--- src/rtl/pdm_decim_out.sv ---
// Purpose: decimates a CIC integrator stream by DECIM, removes DC and buffers samples for a consumer.
// Latency: an output is pushed two cycles after the capture strobe (capture -> stage 1 -> stage 2 push).
// Backpressure: valid/ready pop from a DEPTH-entry FIFO; a push into a full FIFO without a pop is dropped and flagged.

// Generic synchronous FIFO used for output buffering (DEPTH must be a power of two, at least 2).
// Latency: a write is visible at the head on the cycle after it is accepted.
// Backpressure: a write into a full FIFO is accepted only when a read happens in the same cycle, otherwise it is dropped.
module pdm_fifo #(
    parameter int W     = 16,
    parameter int DEPTH = 4
) (
    input  logic                     clk,
    input  logic                     rst,
    input  logic                     wr_vld,
    input  logic [W-1:0]             wr_dat,
    output logic                     rd_vld,
    input  logic                     rd_rdy,
    output logic [W-1:0]             rd_dat,
    output logic [$clog2(DEPTH):0]   count,
    output logic                     drop
);
    localparam int AW = $clog2(DEPTH);
    localparam logic [AW:0] FULL_LVL = (AW+1)'(DEPTH);

    logic [W-1:0]  mem [DEPTH];
    logic [AW-1:0] wr_ptr;
    logic [AW-1:0] rd_ptr;
    logic          full;
    logic          pop;
    logic          wr_ok;

    assign full   = (count == FULL_LVL);
    assign rd_vld = (count != '0);
    // A read on the same cycle frees the slot, so a full FIFO can still take the write.
    assign pop    = rd_vld && rd_rdy;
    assign wr_ok  = wr_vld && (!full || pop);
    assign drop   = wr_vld && full && !pop;
    // Head is shown only while occupied so the output reads zero when empty.
    assign rd_dat = rd_vld ? mem[rd_ptr] : '0;

    // Storage write; contents need no reset because the head is masked when empty.
    always_ff @(posedge clk) begin
        if (!rst && wr_ok) begin
            mem[wr_ptr] <= wr_dat;
        end
    end

    // Pointer and occupancy bookkeeping; pointers wrap naturally at DEPTH.
    always_ff @(posedge clk) begin
        if (rst) begin
            wr_ptr <= '0;
            rd_ptr <= '0;
            count  <= '0;
        end else begin
            if (wr_ok) begin
                wr_ptr <= wr_ptr + 1'b1;
            end
            if (pop) begin
                rd_ptr <= rd_ptr + 1'b1;
            end
            case ({wr_ok, pop})
                2'b10:   count <= count + 1'b1;
                2'b01:   count <= count - 1'b1;
                default: count <= count;
            endcase
        end
    end
endmodule

module pdm_decim_out #(
    parameter int DECIM    = 32,
    parameter int DC_SHIFT = 8,
    parameter int DEPTH    = 4
) (
    input  logic                     clk,
    input  logic                     rst,
    input  logic                     en,
    input  logic signed [11:0]       cic_in,
    input  logic                     dc_bypass,
    input  logic                     clr_ovf,
    input  logic                     out_ready,
    output logic                     out_valid,
    output logic signed [15:0]       out_data,
    output logic [$clog2(DEPTH):0]   level,
    output logic                     overflow
);
    localparam int CW   = $clog2(DECIM);
    localparam int ACCW = 16 + DC_SHIFT;
    localparam logic [CW-1:0] CNT_LAST = CW'(DECIM - 1);

    logic [CW-1:0]            dec_cnt;
    logic                     cap;
    logic signed [15:0]       s1_x;
    logic                     s1_vld;
    logic signed [ACCW-1:0]   dc_acc;
    logic signed [15:0]       dc;
    logic [16:0]              diff;
    logic signed [15:0]       y_sat;
    logic signed [15:0]       s2_y;
    logic [15:0]              fifo_dat;
    logic                     fifo_drop;

    // One capture per DECIM strobes, on the strobe that completes the count.
    assign cap = en && (dec_cnt == CNT_LAST);

    // Decimation counter; DECIM is a power of two so the wrap is the natural overflow.
    always_ff @(posedge clk) begin
        if (rst) begin
            dec_cnt <= '0;
        end else if (en) begin
            dec_cnt <= dec_cnt + 1'b1;
        end
    end

    // Stage 1: capture the CIC word scaled into the 16-bit output range (x16).
    always_ff @(posedge clk) begin
        if (rst) begin
            s1_vld <= 1'b0;
            s1_x   <= '0;
        end else begin
            s1_vld <= cap;
            if (cap) begin
                s1_x <= {cic_in, 4'b0000};
            end
        end
    end

    // Stage 2: DC estimate is the leaky accumulator scaled down by 2^DC_SHIFT.
    assign dc   = dc_acc[ACCW-1:DC_SHIFT];
    assign diff = {s1_x[15], s1_x} - {dc[15], dc};

    // Saturate the 17-bit difference back into 16 bits.
    always_comb begin
        y_sat = diff[15:0];
        if (diff[16] != diff[15]) begin
            y_sat = diff[16] ? 16'sh8000 : 16'sh7fff;
        end
    end

    assign s2_y = dc_bypass ? s1_x : y_sat;

    // DC tracker integrates the residual; frozen while bypassed so it resumes where it left off.
    always_ff @(posedge clk) begin
        if (rst) begin
            dc_acc <= '0;
        end else if (s1_vld && !dc_bypass) begin
            dc_acc <= dc_acc + {{(ACCW-17){diff[16]}}, diff};
        end
    end

    pdm_fifo #(
        .W     (16),
        .DEPTH (DEPTH)
    ) u_fifo (
        .clk    (clk),
        .rst    (rst),
        .wr_vld (s1_vld),
        .wr_dat (s2_y),
        .rd_vld (out_valid),
        .rd_rdy (out_ready),
        .rd_dat (fifo_dat),
        .count  (level),
        .drop   (fifo_drop)
    );

    assign out_data = fifo_dat;

    // Sticky drop flag; a drop in the same cycle wins over the clear.
    always_ff @(posedge clk) begin
        if (rst) begin
            overflow <= 1'b0;
        end else if (fifo_drop) begin
            overflow <= 1'b1;
        end else if (clr_ovf) begin
            overflow <= 1'b0;
        end
    end
endmodule

--- config.mk ---
export PLATFORM = sky130hd
export DESIGN_NAME = pdm_decim_out
export DESIGN_NICKNAME = d
export VERILOG_FILES = /design/src/rtl/pdm_decim_out.sv
export SDC_FILE = /design/constraint.sdc
export NUM_CORES = 1
export LEC_CHECK = 0
export ABC_AREA = 1
export CAP_MARGIN = 20
export CORE_MARGIN = 5
export CORE_UTILIZATION = 55
export DETAILED_ROUTE_END_ITERATION = 6
export GPL_TIMING_DRIVEN = 0
export PLACE_DENSITY = 0.74
export RECOVER_POWER = 50
export REMOVE_ABC_BUFFERS = 1
export SLEW_MARGIN = 20
export SYNTH_ARGS = -nofsm -noshare
export SYNTH_HDL_FRONTEND = slang
export SYNTH_SLANG_ARGS = --single-unit
export TNS_END_PERCENT = 10
--- constraint.sdc ---
create_clock -name clk -period 2.65 [get_ports clk]
set_input_delay 0.3975 -clock clk [delete_from_list [all_inputs] [get_ports clk]]
set_output_delay 0.3975 -clock clk [all_outputs]
set_load 0.05 [all_outputs]
# == Yosys cells after proc, flatten, opt, wreduce, memory -nomap -nowiden ==
# Memory sizes are Yosys's and may differ from the RTL's. A register that Yosys moved wholly into a read port is not among the register bits.
# Index checks and enable logic that the tools add are counted.
# classes
n_addsub,7
n_eq_ne,5
mux,11
reduce_logical,15
# ops
op,count
$mux 16,4
$add 24x24->24,1
$sub 16x16->17,1
$logic_and 1x1->1,7
$pmux 3 s2,1
$add 5x1->5 const B,1
$eq 5x5->1 const B,1
$add 2x1->2 const B,2
$logic_not 1->1,4
$mux 1,4
$mux 2,2
$reduce_bool 2->1,2
$add 3x1->3 const B,1
$eq 3x3->1 const B,1
$reduce_bool 3->1,1
$sub 3x1->3 const B,1
$eq 2x1->1 const B,1
$eq 2x2->1 const B,1
$logic_or 1x1->1,1
$ne 1x1->1,1
# word_totals
regBits,50
ramBits,64
input_bits,18
output_inout_bits,21
word_cells,47
mem_count,1
# mem_list
memory,depth,word_bits,read_ports,rd_ports_with_merged_regs,wr,line_no,rtl
u_fifo.mem,4,16,1,1,1,25,logic [W-1:0] mem [DEPTH];

# == Longest topological paths before layout ==
# Gate-level depths: netlist of the first run.
# depth
ltp_word,7
mapped_depth,24
ltp_nobuf,24

# == Cells and area by module ==
# A second synthesis of the first run with hierarchy kept.
# unflattened
hier_cells,928
area_unflattened_um2,7163.1
# modules_own_cells
mod,instances,cells_per_inst,area_each_um2,seq_area_each_um2
pdm_decim_out,1,663,4111.4,860.8
pdm_fifo,1,265,3051.7,2102.0

# == Worst setup path after synthesis of the first run ==
# Ideal clock, no wire load.
# synth_path
kind,register to register
from,register dc_acc[14]
to,register dc_acc[22]
setup_time_ns,0.109
arrival_ns,2.637
required_time_ns,2.541
path_slack_ns,-0.096
stages_incl_launch_ff,18
n_path_buf,0
period_less_slack_ns,2.746
cell_sequence,dfxtp_1 > inv_1 > ha_1 > a21o_1 > a21oi_1 > nand2_1 > a21oi_1 > xnor2_1 > ha_1 > a21oi_1 > o21ai_0 > nor2_1 > a21oi_1 > nand2_1 > nand3_1 > nand3_1 > nand2_1 > inv_1
# synth_via
elab_chain_cells,2
# synth_lines
element,line_no,rtl
from (decl),95,logic signed [ACCW-1:0] dc_acc;
from (signal assigned),147,"dc_acc <= dc_acc + {{(ACCW-17){diff[16]}}, diff};"
$sub 16x16->17,130,"assign diff = {s1_x[15], s1_x} - {dc[15], dc};"
$add 24x24->24 *,147,
# Every way passes the cells marked *; elsewhere a longest branch is shown, timed or not.
# A chain may end at the register's enable or synchronous reset.

# == Final worst setup path of the first run ==
# layout_path
from,register dc_acc[17]
to,register dc_acc[23]
# Same word-level chain as after synthesis.

==> metrics.txt, run 1 <==
Final Util around 80%; crit path kind flip-flop to flip-flop; most numerous cell in the Yosys netlist nor2_1; power per cell area between 600 and 700 nW/µm²; clock power share about two fifths; Boundary Pins 39; fmax between 300 and 400 MHz; Worst setup SP type flip-flop; worst ir drop on vdd slightly above 0.4 mV; Worst EP arrival about 3.6 ns; slack of the critical path -0.618 ns; Seq/Total Area, Yosys about 43%; Critical Path Max Stage Delay 0.38 ns; crit-path max FO 4; DR vias about 7.0k; EDFF count, synth between 60 and 70; Vias/cell between 6 and 7; vias in the first global route around 6.3k; Mapped Cells 891; Slowest-stage cell, CP dfxtp_4; Synth async-reset ratio 0%; Netlist Area Pre-Place ~6900 µm²; #FFs+latches synth 116; Detailed Route WL between 20000 and 25000 µm; layout cells sized above 1 between 30% and 40%; CTS Buf Count 17; GP Congestion approximately 0.95; worst reg2reg startpoint dc_acc[17]; initial antenna violation count 0; Clock Latency Late Sink between 0.4 and 0.5 ns; final hold violations 0; per-cell routed wire length 20.6 µm; diode count 0; TritonCTS clock tree done; Final setup viols 52; RSZ-0062 raised after global routing true; Ys Warns 0; GRT Overall Usage around a quarter; area growth from synthesis to layout 42.4%; DP HPWL between 10000 and 15000 µm; max_slew headroom between 20% and 30%; Crit. Startpoint dc_acc[17]; number of port buffers 38; HP Class flip-flop to flip-flop; top cell type's share of synthesized area approximately 28%; DR iter-0 viols roughly 730; hold path startpoint overflow; drt first pass iters 5; worst slack at placement -1.10 ns; Initial Utilization a little under three fifths; Routed Antenna Nets 0; Post-synth top cells nor2_1 (165), nand2_1 (146), inv_1 (105), a21oi_1 (88), o21ai_0 (86); Final min period roughly 3.3 ns; Sw Pwr about 0.0021 W; Comb pwr share 25.8%; failing checks setup timing; Horiz. Die Dim approximately 120 µm; clk slew on worst S/H paths roughly 0.060 ns; Lkg Pwr roughly 4.1 nW; number of core rows 40; status finished, violations left; sequential fraction of design power about a third; top cells by area, synth edfxtp_1 (28%), dfxtp_1 (15%), nor2_1 (9.0%), ha_1 (8.4%), nand2_1 (8.0%); Crit. End Element flip-flop; Sw Ratio around 35%; DRC 0; Least-Margin Pin Slew roughly 1.1 ns; Pint 0.00382 W; Clock Sinks about 120; worst clock skew ~0.018 ns; Tot Pwr just under 0.006 W; fin. max-slew vios 0; Die Area ~15000 µm²; CTS Root Cell clkbuf_16; die height around 120 µm; syn avg cell area slightly below 8 µm²; net total in the final layout 1057; cell taking the most area after synthesis edfxtp_1; largest net degree at the start of global routing 35; worst path required time about 3 ns; CTS max path bufs 2; Synth cell types 36; ys flop type edfxtp_1; cells along the critical path inv_2, ha_4, nand2_2, nand2_4, buf_4, o21ai_2, nand3_1, xnor2_1, inv_2, ha_4, nand2_1, inv_1, nand2_1, and2_4, nand2_2, nand2_2, nand3_2, nand3_2, nand4_1, nand2_1, nor2_1; H-tree depth 4; Max Cap Viol 0; Core ar. roughly 12000 µm²; first-pass GRT wire length 30400 µm; gr ovfl total 0; fin crit share 123%
==> what timing repair did <==
action,in CTS,in global routing
endpoints found under the hold margin,0,0
gates resized for setup,189,149
setup buffers,29,31
endpoints found under the setup margin,97,77
gates cloned,3,0
hold buffers,0,0
pin swaps,29,72
==> layer usage <==
| layer | vias up | GRT usage (%) | wire length, µm |
|---|---|---|---|
| met2 | 449 | 47.0 | 11900 |
| li1 | 3133 | - | - |
| met5 | - | 0 | 0 |
| met4 | 0 | 11.8 | 1620 |
| met1 | 3286 | 31.1 | 8790 |
| met3 | 171 | 4.83 | 1870 |
==> power groups by stage <==
stage	Combinational (W)	Sequential [W]	Clock [W]
floorplan	0.000961	0.00210	0
global placement	0.00152	0.00206	0
detailed placement	0.00154	0.00207	0
CTS	0.00151	0.00204	0.00232
global route	0.00162	0.00205	0.00243
finish	0.00153	0.00204	0.00235
==> registers in the layout, summed over array words and instances, names as in the netlist, named ones only <==
name and cells:
dec_cnt 5, u_fifo.wr_ptr 2, u_fifo.count 3, s1_vld 1, u_fifo.rd_ptr 2, u_fifo.mem 64
dc_acc 24, overflow 1, s1_x 12
==> cell families after synthesis <==
family	after synthesis	synth area share, %
AO/OA/AOI/OAI	193	14.9
flip-flops	116	43.0
buffers and inverters	133	7.32
AND/OR/NAND/NOR	374	22.4
XOR/XNOR	27	3.43
adder cells (fa/ha/maj)	48	8.94
==> critical path, delay by kind of cell, from the launching register on <==
kind,cells,cell delay (ns)
and+or+nand+nor,13,1.30
adders and majority gates,2,0.59
buffers and inverters,4,0.40
DFF,1,0.38
AOI/OAI and AO/OA,1,0.26
xor gates and xnor gates,1,0.24
==> cell type report <==
type                            instances  area, µm²
Multi-Input combinational cell        642       4630
Sequential cell                       116       3010
Fill cell                             671       2350
Timing Repair Buffer                  101        896
Inverter                              110        444
Clock buffer                           19        433
Tap cell                              168        210
Clock inverter                         13        158
Timing Repair inverter                  3       28.8
==> path summary, 6_finish.rpt <==
check / endpoint / slack, ns / cells past startpoint
max reg2reg: dc_acc[23] / -0.62 / 21
min: overflow / 0.49 / 2
max: dc_acc[23] / -0.62 / 21
min reg2reg: overflow / 0.49 / 2
==> metrics by stage <==
| stage | instances | area, µm² | setup TNS [ns] | hold WS [ns] |
|---|---|---|---|---|
| final | 1172 | 9810 | -7.17 | 0.489 |
| after global routing | 1172 | 9810 | -10.88 | 0.504 |
| after CTS | 1142 | 9020 | -0.788 | 0.472 |
| after detailed placement | 1078 | 7470 | -76.00 | 0.467 |
| after global placement | 1074 | 7390 | -117.68 | 0.455 |
| after floorplan | 868 | 6800 | -0.445 | 0.439 |
==> cells in the final DEF (no fill, tap or decap), types with 19 or more instances in the layout <==
master,Yosys,final
inv_2,3,20
edfxtp_1,64,64
dfxtp_1,52,30
inv_1,105,82
a21oi_2,5,19
nand2_1,146,99
o21ai_0,86,70
buf_4,0,57
ha_4,0,34
nand2_2,5,36
a21oi_1,88,63
nor2_1,165,146
clkdlybuf4s50_1,0,21
No activity file was read; power rests on OpenSTA's default activity.
==> run 2: changes to the inputs <==
--- a/config.mk
+++ b/config.mk
@@ -6,14 +6,14 @@
 export NUM_CORES = 1
 export LEC_CHECK = 0
 export ABC_AREA = 1
-export CAP_MARGIN = 20
+export CAP_MARGIN = 5
 export CORE_MARGIN = 5
 export CORE_UTILIZATION = 55
 export DETAILED_ROUTE_END_ITERATION = 6
 export GPL_TIMING_DRIVEN = 0
 export PLACE_DENSITY = 0.74
 export RECOVER_POWER = 50
-export REMOVE_ABC_BUFFERS = 1
+export SKIP_LAST_GASP = 1
 export SLEW_MARGIN = 20
 export SYNTH_ARGS = -nofsm -noshare
 export SYNTH_HDL_FRONTEND = slang
==> metrics.txt, run 2 (synthesis gave the netlist of run 1 again) <==
status finished, violations left (unchanged); failing checks DRC, setup timing (was setup timing); met2 WL post-DR 12600 µm (was 11900 µm); gr ovfl total 0 (unchanged); H-tree depth 4 (unchanged); crit-path max FO 4 (unchanged); layout cells sized above 1 32.9% (was 34.0%); TritonCTS clock tree done (unchanged); WL met1 9070 µm (was 8790 µm); slack of the critical path -0.640 ns (was -0.618 ns); worst clock skew 0.00826 ns (was 0.0176 ns); first-pass GRT wire length 35700 µm (was 30400 µm); Least-Margin Pin Slew 0.809 ns (was 1.09 ns); Mapped Nets 957; Boundary Pins 39 (unchanged); per-cell routed wire length 22.7 µm (was 20.6 µm); area growth from synthesis to layout 44.7% (was 42.4%); fin crit share 124% (was 123%); max_slew headroom 46.0% (was 27.5%); Placed Cells 1100 (was 1078); Clock Latency Late Sink 0.42 ns (was 0.43 ns); final hold violations 0 (unchanged); number of core rows 40 (unchanged); Final min period 3.29 ns (was 3.27 ns); hold slack 0.460 ns (was 0.489 ns); Die Area 14900 µm² (unchanged); diode count 0 (unchanged); vias in the first global route 6990 (was 6281); Routed Antenna Nets 0 (unchanged); die height 122 µm (unchanged); DR vias 7704 (was 7039); largest register by flop count u_fifo.mem (unchanged); top flop regs u_fifo.mem x64, dc_acc x24, s1_x x12 (unchanged); worst ir drop on vdd 0.483 mV (was 0.414 mV); Initial Utilization 56.6% (unchanged); drt first pass iters 7 (was 5); commonest non-fill, non-tap cells in the layout nor2_1 (148), nand2_1 (102), inv_1 (88), o21ai_0 (78) (was nor2_1 (146), nand2_1 (99), inv_1 (82), o21ai_0 (70), edfxtp_1 (64)); Fillers 647 (was 671); most common cell after layout, fill and taps aside nor2_1 (unchanged); Multi-input gate area 4630 µm² (unchanged); number of port buffers 37 (was 38); Worst EP arrival 3.64 ns (was 3.60 ns); HP Class flip-flop to flip-flop (unchanged); non-filler instance count after layout 1198 (was 1172); FF/Latch Area 3010 µm² (about the same); largest net degree at the start of global routing 17 (was 35); Core ar. 12200 µm² (unchanged); highest metal used met4 (unchanged); DR iter-0 viols 1223 (was 725); DP HPWL 12800 µm (was 11500 µm); WL met3 3000 µm (was 1870 µm); RSZ-0062 raised after global routing true (unchanged); Worst setup SP type flip-flop (unchanged); GRT Overall Usage 31.4% (was 26.4%); clk slew on worst S/H paths 0.06 ns (about the same); CTS Root Cell clkbuf_16 (unchanged); Lkg Pwr 4.21 nW (was 4.11 nW); hold buffers post-CTS 0 (unchanged); Final setup viols 44 (was 52); power per cell area 607 nW/µm² (was 603 nW/µm²); max FFs per register 64 (unchanged); Crit. End Element flip-flop (unchanged); worst path required time 3.00 ns (was 2.99 ns); Detailed Route WL 27200 µm (was 24200 µm); Vias/cell 6.43 (was 6.01); net total in the final layout 1083 (was 1057); Max Cap Viol 0 (unchanged); Clock Sinks 116 (unchanged); crit path kind flip-flop to flip-flop (unchanged); initial antenna violation count 0 (unchanged); GP Congestion 0.944 (was 0.951); CTS max path bufs 2 (unchanged); DRC 35 (was 0); Horiz. Die Dim 122 µm (unchanged); fin. max-slew vios 0 (unchanged); fmax 304 MHz (was 306 MHz); CTS Buf Count 17 (unchanged)
==> run 2: changes by cell type in the layout (fill, tap and decap cells not counted), sizes merged <==
| cell | delta |
|---|---|
| clkdlybuf4s15 | -3 |
| inv | +3 |
| clkinv | -5 |
| buf | +8 |
| dlygate4sd3 | +1 |
| clkbuf | +22 |
| dlygate4sd2 | +4 |
| bufinv | +2 |
| clkinvlp | -5 |
| clkdlybuf4s50 | -1 |
==> run 2: area by class of cell <==
class                           count  area share, %
Timing Repair Buffer              107           9.72
Inverter                          110           4.24
Buffer                             22          0.891
Clock buffer                       22           4.46
Multi-Input combinational cell    642           46.5
Sequential cell                   116           30.2
Clock inverter                     10           1.81
Tap cell                          168           2.11
Timing Repair inverter              1          0.113
==> run 2: worst max-delay path: stages (launching register included) <==
cell and delay, ns:
dfxtp_2 0.35, inv_2 0.07, ha_4 0.26, nand2_1 0.07, nand2_1 0.09, inv_1 0.09, nor2_1 0.05, o21ai_0 0.23
nand3_1 0.13, xnor2_1 0.26, inv_2 0.15, ha_4 0.32, nand2_2 0.08, inv_1 0.06, nand2_1 0.05, and2_4 0.14
nand2_1 0.10, nand2_1 0.09, nand3_2 0.10, inv_1 0.06, nand2_1 0.10, nand3_1 0.09, nand2_1 0.10, inv_1 0.06
nor2_1 0.12
==> run 2: per-layer routing <==
layer,vias up,GRT usage [%]
li1,3196,-
met1,3531,33.9
met5,-,0
met4,0,20.5
met3,275,8.91
met2,702,53.8
==> run 2: through the flow <==
stage	worst slack (ns)	area [µm²]	power [W]	setup TNS, ns	util (%)
floorplan	-0.0871	6890	0.00310	-1.07	-
global placement	-0.690	7470	0.00363	-37.28	61.4
detailed placement	-0.651	7530	0.00365	-9.33	61.9
CTS	-0.0960	9540	0.00602	-1.08	78.4
global route	-0.671	9970	0.00623	-11.86	82.0
finish	-0.640	9970	0.00605	-8.63	82.0
==> run 2: final timing paths <==
kind	start	end	slack, ns	depth (start not counted)
setup / recovery	dc_acc[15]	dc_acc[23]	-0.64	24
hold / removal	overflow	overflow	0.46	2
setup reg to reg	dc_acc[15]	dc_acc[23]	-0.64	24
hold reg to reg	overflow	overflow	0.46	2
==> run 2: what timing repair did <==
item / CTS / global route
gates resized for setup: 254 / 66
gates cloned: 1 / 0
pin swaps: 87 / 52
buffers inserted: 48 / 19
setup endpoints to repair: 34 / 58
==> run 2: power breakdown <==
group	switching, W	total, W	leakage, nW	internal (W)
Combinational	0.00118	0.00161	2.88	0.000421
Clock	0.000827	0.00249	0.298	0.00166
Sequential	0.0000360	0.00196	1.02	0.00192
==> run 3: changes to the inputs <==
--- a/config.mk
+++ b/config.mk
@@ -8,10 +8,10 @@
 export ABC_AREA = 1
 export CAP_MARGIN = 5
 export CORE_MARGIN = 5
-export CORE_UTILIZATION = 55
+export CORE_UTILIZATION = 25
 export DETAILED_ROUTE_END_ITERATION = 6
 export GPL_TIMING_DRIVEN = 0
-export PLACE_DENSITY = 0.74
+export PLACE_DENSITY = 0.38
 export RECOVER_POWER = 50
 export SKIP_LAST_GASP = 1
 export SLEW_MARGIN = 20
==> metrics.txt, run 3 (synthesis gave the netlist of run 1 again) <==
hold buffers post-CTS 0 (unchanged); Worst setup SP type flip-flop (unchanged); Fillers 2823 (was 647); final hold violations 0 (unchanged); max_slew headroom 49.5% (was 46.0%); Boundary Pins 39 (unchanged); Die Area 31000 µm² (was 14900 µm²); Tot Pwr 0.00598 W (was 0.00605 W); Crit. End Element flip-flop (unchanged); Max Cap Viol 0 (unchanged); vias in the first global route 6180 (was 6990); Routed Antenna Nets 0 (unchanged); worst slack at placement -0.834 ns (was -0.651 ns); fin crit share 109% (was 124%); die height 176 µm (was 122 µm); diode count 0 (unchanged); status finished, violations left (unchanged); failing checks setup timing (was DRC, setup timing); largest net degree at the start of global routing 17 (unchanged); worst ir drop on vdd 0.392 mV (was 0.483 mV); largest register by flop count u_fifo.mem (unchanged); Final setup viols 17 (was 44); clk slew on worst S/H paths 0.06 ns (about the same); drt first pass iters 4 (was 7); DRC 0 (was 35); cells along the critical path inv_2, ha_4, inv_1, nor2_1, nand2_1, nand2_2, nand3_1, nand3_1, xor2_2, ha_4, nand2_1, inv_1, nand2_1, and2_4, nand2_2, nand2_2, nand3_4, inv_2, nand2_2, nand4_1, nand2_1, nor2_1 (was inv_2, ha_4, nand2_1, nand2_1, inv_1, nor2_1, o21ai_0, nand3_1, xnor2_1, inv_2, ha_4, nand2_2, inv_1, nand2_1, and2_4, nand2_1, nand2_1, nand3_2, inv_1, nand2_1, nand3_1, nand2_1, inv_1, nor2_1); per-cell routed wire length 16.2 µm (was 22.7 µm); number of port buffers 37 (unchanged); initial antenna violation count 0 (unchanged); worst path required time 3.00 ns (about the same); DR iter-0 viols 246 (was 1223); crit-path max FO 5 (was 4); non-filler instance count after layout 1350 (was 1198); max FFs per register 64 (unchanged); Placed Cells 1273 (was 1100); Least-Margin Pin Slew 0.755 ns (was 0.809 ns); number of core rows 60 (was 40); Lkg Pwr 4.05 nW (was 4.21 nW); Clock Latency Late Sink 0.42 ns (about the same); DP HPWL 16000 µm (was 12800 µm); CTS max path bufs 2 (unchanged); layout cells sized above 1 29.1% (was 32.9%); Clock Sinks 116 (unchanged); DR vias 6124 (was 7704); most common cell after layout, fill and taps aside nor2_1 (unchanged); CTS Root Cell clkbuf_16 (unchanged); area growth from synthesis to layout 41.9% (was 44.7%); RSZ-0062 raised after global routing true (unchanged); Worst EP arrival 3.24 ns (was 3.64 ns); HP Class flip-flop to flip-flop (unchanged); fmax 347 MHz (was 304 MHz); gr ovfl total 0 (unchanged); power per cell area 611 nW/µm² (was 607 nW/µm²); Core ar. 27000 µm² (was 12200 µm²); Critical Path Max Stage Delay 0.34 ns (was 0.35 ns); Slowest-stage cell, CP dfxtp_4 (was dfxtp_2); CTS Buf Count 17 (unchanged); commonest non-fill, non-tap cells in the layout nor2_1 (152), nand2_1 (105), inv_1 (89), o21ai_0 (78), a21oi_1 (69) (was nor2_1 (148), nand2_1 (102), inv_1 (88), o21ai_0 (78)); TritonCTS clock tree done (unchanged); Horiz. Die Dim 176 µm (was 122 µm); Initial Utilization 25.5% (was 56.6%); net total in the final layout 1062 (was 1083); first-pass GRT wire length 34000 µm (was 35700 µm); Final min period 2.89 ns (was 3.29 ns); crit path kind flip-flop to flip-flop (unchanged); top flop regs u_fifo.mem x64, dc_acc x24, s1_x x12 (unchanged); Vias/cell 4.54 (was 6.43); GP Congestion 0.828 (was 0.944); Mapped Nets 957 (unchanged); worst clock skew 0.0206 ns (was 0.00826 ns); Detailed Route WL 21900 µm (was 27200 µm); H-tree depth 4 (unchanged); GRT Overall Usage 14.3% (was 31.4%); slack of the critical path -0.235 ns (was -0.640 ns); fin. max-slew vios 0 (unchanged)
run 3: cell count changes in the layout (fill, tap and decap cells not counted), sizes merged:
cell           change
bufinv             -2
clkbuf             -2
clkinv             +2
inv                +4
clkdlybuf4s50      -4
dlygate4sd2        +1
clkdlybuf4s15      -1
buf               -23
dlygate4sd3        +4
run 3: metal layers:
layer / global-route usage, % / up-vias / share of wire, %
li1: - / 3165 / -
met1: 18.3 / 2855 / 46
met2: 24.9 / 77 / 49
met3: 2.29 / 27 / 2.5
met4: 3.90 / 0 / 1.6
met5: 0 / - / 0
run 3: worst max-delay path: cells and delay by family, from the launching register on:
family	cells	cell delay, ns
XOR/XNOR	1	0.26
adder cells (fa/ha/maj)	2	0.57
buffers and inverters	4	0.20
flip-flops	1	0.34
AND/OR/NAND/NOR	15	1.45
run 3: final timing paths:
check,end,from,slack (ns),depth (start not counted)
worst min-delay path,overflow,overflow,0.46,2
worst max register to register,dc_acc[23],dc_acc[12],-0.24,22
worst max-delay path,dc_acc[23],dc_acc[12],-0.24,22
worst min register to register,overflow,overflow,0.46,2
run 3: area by class of cell:
| cell class | instances | area, µm² | share of cell area [%] |
|---|---|---|---|
| Buffer | 22 | 97.6 | 0.998 |
| Clock buffer | 18 | 429 | 4.39 |
| Clock inverter | 14 | 176 | 1.80 |
| Inverter | 110 | 430 | 4.40 |
| Multi-Input combinational cell | 642 | 4460 | 45.6 |
| Sequential cell | 116 | 3000 | 30.6 |
| Tap cell | 341 | 427 | 4.36 |
| Timing Repair Buffer | 86 | 754 | 7.72 |
| Timing Repair inverter | 1 | 11.3 | 0.115 |
run 3: stage by stage:
stage	TNS (ns)	hold WS [ns]	util [%]	area, µm²
final	-2.50	0.462	36.2	9780
after detailed placement	-18.59	0.459	28.6	7740
after global routing	-7.99	0.487	36.2	9780
after floorplan	-1.07	0.436	-	6890
after global placement	-68.31	0.458	28.4	7690
after CTS	-3.18	0.471	34.1	9210
run 3: timing repair:
action                     CTS  global route
buffers inserted            29            17
gates resized for setup    177           105
pin swaps                   27            64
setup endpoints to repair   54            46
cloned                       0             1
hold endpoints to repair     0             0
run 3: report_power, final:
part	internal [W]	switching [W]	total, W
logic	0.000420	0.00119	0.00162
clock network	0.00149	0.000913	0.00240
registers	0.00192	0.0000375	0.00196
